**src/rtl/fft_host_sequencer.sv**
```systemverilog
// fft_host_sequencer: loads one complex frame into the FFT core, runs the transform, and streams the result bins back out
module fft_host_sequencer #(
  parameter int unsigned N_POINTS     = 64,
  parameter int unsigned ARM_TIMEOUT  = 15,
  parameter int unsigned DONE_TIMEOUT = 4095
) (
  input  logic                        clk_i,
  input  logic                        rst_ni,
  input  logic                        start_i,
  input  logic                        s_valid_i,
  output logic                        s_ready_o,
  input  logic [7:0]                  s_re_i,
  input  logic [7:0]                  s_im_i,
  output logic [2:0]                  core_cmd_o,
  output logic [$clog2(N_POINTS)-1:0] core_addr_o,
  output logic                        core_sel_o,
  output logic [7:0]                  core_wdata_o,
  input  logic [7:0]                  core_rdata_i,
  input  logic                        core_busy_i,
  output logic                        m_valid_o,
  input  logic                        m_ready_i,
  output logic [7:0]                  m_re_o,
  output logic [7:0]                  m_im_o,
  output logic [$clog2(N_POINTS)-1:0] m_idx_o,
  output logic                        active_o,
  output logic                        done_o,
  output logic                        err_o
);
  localparam int unsigned AW = $clog2(N_POINTS);
  localparam int unsigned TW = $clog2(DONE_TIMEOUT + 1);
  localparam logic [AW-1:0] LAST = AW'(N_POINTS - 1);
  localparam logic [2:0] CMD_IDLE = 3'b000, CMD_WR = 3'b001, CMD_FFT = 3'b010, CMD_RD = 3'b011;
  typedef enum logic [3:0] {
    IDLE, LD_ENTER, LD_WAIT, WR_RE, WR_IM, LD_EXIT, GO, ARM, RUN,
    RD_ENTER, RD_RE, RD_IM, RD_CAP, EMIT, FIN
  } state_t;
  state_t state_q, state_d;
  logic [2:0] cmd_q, cmd_d;
  logic [AW-1:0] addr_q, addr_d, i_q, i_d, j_q, j_d, m_idx_q, m_idx_d;
  logic sel_q, sel_d, m_valid_q, m_valid_d, err_q, err_d;
  logic [7:0] wdata_q, wdata_d, im_q, im_d, m_re_q, m_re_d, m_im_q, m_im_d;
  logic [TW-1:0] tmr_q, tmr_d;
  assign s_ready_o    = state_q == LD_WAIT;
  assign active_o     = state_q != IDLE;
  assign done_o       = state_q == FIN;
  assign err_o        = err_q;
  assign core_cmd_o   = cmd_q;
  assign core_addr_o  = addr_q;
  assign core_sel_o   = sel_q;
  assign core_wdata_o = wdata_q;
  assign m_valid_o    = m_valid_q;
  assign m_re_o       = m_re_q;
  assign m_im_o       = m_im_q;
  assign m_idx_o      = m_idx_q;
  // State and every core/stream output register; reset drops the core command to idle at once
  always_ff @(posedge clk_i or negedge rst_ni) begin
    if (!rst_ni) begin
      state_q   <= IDLE;
      cmd_q     <= CMD_IDLE;
      addr_q    <= '0;
      sel_q     <= 1'b0;
      wdata_q   <= '0;
      im_q      <= '0;
      i_q       <= '0;
      j_q       <= '0;
      tmr_q     <= '0;
      m_valid_q <= 1'b0;
      m_re_q    <= '0;
      m_im_q    <= '0;
      m_idx_q   <= '0;
      err_q     <= 1'b0;
    end else begin
      state_q   <= state_d;
      cmd_q     <= cmd_d;
      addr_q    <= addr_d;
      sel_q     <= sel_d;
      wdata_q   <= wdata_d;
      im_q      <= im_d;
      i_q       <= i_d;
      j_q       <= j_d;
      tmr_q     <= tmr_d;
      m_valid_q <= m_valid_d;
      m_re_q    <= m_re_d;
      m_im_q    <= m_im_d;
      m_idx_q   <= m_idx_d;
      err_q     <= err_d;
    end
  end
  // Next state plus the output values the next state presents to the core and the result stream
  always_comb begin
    state_d   = state_q;
    cmd_d     = cmd_q;
    addr_d    = addr_q;
    sel_d     = sel_q;
    wdata_d   = wdata_q;
    im_d      = im_q;
    i_d       = i_q;
    j_d       = j_q;
    tmr_d     = tmr_q;
    m_valid_d = m_valid_q;
    m_re_d    = m_re_q;
    m_im_d    = m_im_q;
    m_idx_d   = m_idx_q;
    err_d     = err_q;
    case (state_q)
      IDLE: if (start_i) begin
        state_d = LD_ENTER;
        cmd_d   = CMD_WR;
        addr_d  = '0;
        sel_d   = 1'b0;
        wdata_d = '0;
        i_d     = '0;
        j_d     = '0;
        err_d   = 1'b0;
      end
      LD_ENTER: state_d = LD_WAIT;
      LD_WAIT: if (s_valid_i) begin
        state_d = WR_RE;
        addr_d  = i_q;
        sel_d   = 1'b0;
        wdata_d = s_re_i;
        im_d    = s_im_i;
      end
      WR_RE: begin
        state_d = WR_IM;
        sel_d   = 1'b1;
        wdata_d = im_q;
      end
      WR_IM: begin
        i_d     = i_q + 1'b1;
        state_d = i_q == LAST ? LD_EXIT : LD_WAIT;
        cmd_d   = i_q == LAST ? CMD_IDLE : CMD_WR;
      end
      LD_EXIT: begin
        state_d = GO;
        cmd_d   = CMD_FFT;
      end
      GO: begin
        state_d = ARM;
        cmd_d   = CMD_IDLE;
        tmr_d   = '0;
      end
      ARM: begin
        tmr_d = core_busy_i ? '0 : tmr_q + 1'b1;
        if (core_busy_i) state_d = RUN;
        else if (tmr_q == TW'(ARM_TIMEOUT - 1)) begin
          state_d = FIN;
          err_d   = 1'b1;
        end
      end
      RUN: begin
        tmr_d = tmr_q + 1'b1;
        if (!core_busy_i) begin
          state_d = RD_ENTER;
          cmd_d   = CMD_RD;
        end else if (tmr_q == TW'(DONE_TIMEOUT - 1)) begin
          state_d = FIN;
          err_d   = 1'b1;
        end
      end
      RD_ENTER: begin
        state_d = RD_RE;
        addr_d  = j_q;
        sel_d   = 1'b0;
      end
      RD_RE: begin
        state_d = RD_IM;
        sel_d   = 1'b1;
      end
      RD_IM: begin
        state_d = RD_CAP;
        m_re_d  = core_rdata_i;
      end
      RD_CAP: begin
        state_d   = EMIT;
        m_im_d    = core_rdata_i;
        m_idx_d   = j_q;
        m_valid_d = 1'b1;
      end
      EMIT: if (m_ready_i) begin
        m_valid_d = 1'b0;
        j_d       = j_q + 1'b1;
        addr_d    = j_q + 1'b1;
        sel_d     = 1'b0;
        state_d   = j_q == LAST ? FIN : RD_RE;
        cmd_d     = j_q == LAST ? CMD_IDLE : CMD_RD;
      end
      FIN: state_d = IDLE;
      default: state_d = IDLE;
    endcase
  end
endmodule

```
**config.mk**
```make
export PLATFORM = sky130hd
export DESIGN_NAME = fft_host_sequencer
export DESIGN_NICKNAME = d
export VERILOG_FILES = /design/src/rtl/fft_host_sequencer.sv
export SDC_FILE = /design/constraint.sdc
export NUM_CORES = 1
export LEC_CHECK = 0
export CORE_MARGIN = 2
export CORE_UTILIZATION = 40
export CTS_CLUSTER_DIAMETER = 200
export DETAILED_ROUTE_END_ITERATION = 7
export GPL_TIMING_DRIVEN = 0
export PLACE_DENSITY = 0.74
export SYNTH_ARGS = -nofsm -noshare
export SYNTH_HDL_FRONTEND = slang
export SYNTH_SLANG_ARGS = --single-unit
```
**constraint.sdc**
```tcl
create_clock -name clk_i -period 4.9 [get_ports clk_i]
set_input_delay 0.98 -clock clk_i [delete_from_list [all_inputs] [get_ports clk_i]]
set_output_delay 0.98 -clock clk_i [all_outputs]
set_load 0.01 [all_outputs]
```
==> results.sh <==
export IMPL_setup_viol=0
export IMPL_p_int_uw=1780
export IMPL_skew_ns=0.00815
export IMPL_clock_sinks=77
export IMPL_die_h_um=103
export IMPL_grt_use_total=0.190
export IMPL_max_freq_mhz=285
export IMPL_clkSlewWorstSetupHoldPaths_ns=0.08
export IMPL_wl_per_cell_um=16.1
export IMPL_synth_avg_cell_area_sq_um=10.5
export IMPL_antennaDiodeCount=0
export IMPL_synth_edff_count=0
export IMPL_cp_end_kind="output port"
export IMPL_dp_hpwl_um=6970
export IMPL_synthTopCellsByCount="dfrtp_1 (77), mux2_2 (33), nand2_1 (33)"
export IMPL_worstPathRequired_ns=3.92
export IMPL_fin_tns_setup_ns=0
export IMPL_rr_endpoint="core_wdata_o[1]"
export IMPL_final_nets=491
export IMPL_numCtsBuffers=9
export IMPL_gp_routability_congestion=0.932
export IMPL_synthArstFlopShare=1.00
export IMPL_grt_setup_unrepaired="false"
export IMPL_final_hold_viol_count=0
export IMPL_cp_arrival_ns=2.53
export IMPL_drc=0
export IMPL_synth_top_area_share=0.493
export IMPL_overflow=0
export IMPL_cpLargestDelayFamily="buffers and inverters"
export IMPL_cts_hold_buf=0
export IMPL_ys_top_cells_by_area="dfrtp_1 (49%), mux2_2 (9.5%), nand2_1 (3.2%)"
export IMPL_critical_path_max_fanout=10
export IMPL_io_pin_count=75
export IMPL_die_area_sq_um=10600
export IMPL_cap_viol_max_count=0
export IMPL_cp_endpoint="s_ready_o"
export IMPL_ctsResizeCount=0
export IMPL_crit_path_max_incr_delay_ns=0.63
export IMPL_synth_cells=373
export IMPL_drt_wl_total_um=9580
export IMPL_cp_num_cells=4
export IMPL_ys_warn_count=0
export IMPL_grt_pass1_wl_um=15700
export IMPL_p_per_area_nw_per_um2=575
export IMPL_tightest_slew_ns=1.07
export IMPL_drtIter0Drc=243
export IMPL_whs_ns=0.491
export IMPL_switching_share=0.380
export IMPL_post_route_min_period_ns=3.51
export IMPL_startpoint="state_q[3]"
export IMPL_start_kind="flip-flop"
export IMPL_clock_path_buffers=2
export IMPL_cts_tree="built"
export IMPL_start_util=0.405
export IMPL_irDropWorstVdd_v=0.000275
export IMPL_cts_setup_buffers=0
export IMPL_die_w_um=103
export IMPL_syn_num_nets=407
export IMPL_p_sw_uw=1090
export IMPL_relSlewSlack=0.278
export IMPL_grt_max_degree=45
export IMPL_ant_nets=0
export IMPL_criticalPathCategory="reg -> out"
export IMPL_crit_buf_inv=3
export IMPL_crit_chain="buf_4 -> nor4b_4 -> clkbuf_1 -> clkdlybuf4s50_1"
export IMPL_core_area_sq_um=9640
export IMPL_r2r_start="state_q[1]"
export IMPL_synthToLayoutAreaGrowth_pct=28.3
export IMPL_ys_flop_type="dfrtp_1"
export IMPL_crit_slowest_cell="clkdlybuf4s50_1"
export IMPL_synth_largest_area_cell="dfrtp_1"
export IMPL_slew_viol_final=0
export IMPL_status="finished clean"
export IMPL_clk_latency_ns=0.36
export IMPL_viasPerCell=5.42
export IMPL_power_leakage_uw=0.00208
export IMPL_htreeDepth=3
export IMPL_reg2reg_slack_ns=2.70
export IMPL_synth_seq_area_share=0.493
export IMPL_synth_cell_types=62
export IMPL_drive_above_1_share=0.160
export IMPL_post_route_period_util=0.716
export IMPL_ys_seq_elements=77
export IMPL_grt_pass1_vias=3166
export IMPL_pwr_share_seq=0.358
export IMPL_ctsRootBufferMaster="clkbuf_8"
export IMPL_firstDrtPassIters=5
export IMPL_num_vias=3222
export IMPL_rows=36
export IMPL_r2r_cells=6
export IMPL_clockPowerShare=0.172
export IMPL_yosysMostFrequentCell="dfrtp_1"
export IMPL_combPwrFrac=0.470
export IMPL_grt_antenna_before_repair=0
export IMPL_portBuffers=72
export IMPL_hp_class="reg -> reg"
export IMPL_netlist_area_sq_um=3900
-- placed cells by master, fill, tap and decap left out, types with 5 or more instances in the layout --
cell             count
dfrtp_1             77
clkdlybuf4s50_1     71
nand2_1             33
mux2_2              33
nor2_1              32
o21ai_0             21
a21oi_1             21
nand3_1             12
clkbuf_8            10
clkbuf_1             9
xor2_1               9
a22o_1               9
and3_1               8
a22oi_1              8
buf_2                7
inv_1                7
nand4_1              6
nor3_1               6
xnor2_1              5
-- registers in the layout, summed over array words and instances (netlist names) --
name,flops
core_addr_o,6
core_cmd_o,2
core_sel_o,1
core_wdata_o,8
err_o,1
i_q,6
im_q,8
j_q,6
m_idx_o,6
m_im_o,8
m_re_o,8
m_valid_o,1
state_q,4
tmr_q,12
-- logic make-up after synthesis --
logic type,after synthesis,synth area share
xor gates and xnor gates,14,0.0314
buffers and inverters,27,0.0349
DFF,77,0.493
and+or+nand+nor,124,0.168
AOI/OAI and AO/OA,90,0.156
adders and majority gates,4,0.0128
muxes,36,0.103
other,1,0.000960
-- worst reg2reg max path: cells and delay by family, from the launching register on --
kind	cells	cell delay (ns)
flops	1	0.34
buf+inv	2	0.33
compound gates	2	0.38
simple gates	2	1.07
-- layer usage --
metal | wire length, um | vias up | track usage
li1 | - | 1525 | -
met1 | 4290 | 1598 | 0.259
met2 | 4580 | 85 | 0.297
met3 | 585 | 14 | 0.0488
met4 | 124 | 0 | 0.0658
met5 | 0 | - | 0
-- layout make-up --
cell class | instances | area (sq um)
multi-input combinational | 269 | 1840
inverter | 7 | 26.3
fill | 911 | 4630
timing repair buffer | 73 | 738
sequential | 77 | 1930
clock inverter | 5 | 58.8
clock buffer | 11 | 141
buffer | 20 | 110
tap | 133 | 166
-- power groups by stage --
| stage | clock, uW | combinational (uW) | sequential (uW) |
|---|---|---|---|
| after detailed placement | 0 | 1350 | 1050 |
| after global routing | 526 | 1470 | 1060 |
| after global placement | 0 | 1320 | 1030 |
| after CTS | 505 | 1350 | 1030 |
| final | 495 | 1350 | 1030 |
| after floorplan | 0 | 754 | 1080 |
-- through the flow --
stage	power, uW	instances	util	instance area [sq um]	worst slack (ns)
after floorplan	1830	373	-	3910	2.62
after global placement	2350	578	0.497	4790	0.153
after detailed placement	2390	579	0.499	4810	1.76
after CTS	2890	595	0.520	5010	1.38
after global routing	3060	595	0.520	5010	1.26
final	2880	595	0.520	5010	1.39
-- how the worst min path moves through the flow --
| stage | to | slack (ns) | start | cells after the start |
|---|---|---|---|---|
| after detailed placement | m_valid_o | 0.48 | m_valid_o | 1 |
| after global placement | m_valid_o | 0.47 | m_valid_o | 1 |
| after global routing | m_re_o[2] | 0.52 | m_re_o[2] | 1 |
| after CTS | m_valid_o | 0.50 | m_valid_o | 1 |
| after floorplan | i_q[5] | 0.48 | i_q[5] | 1 |
| final | m_valid_o | 0.49 | m_valid_o | 1 |
(Power assumes the default switching activity.)
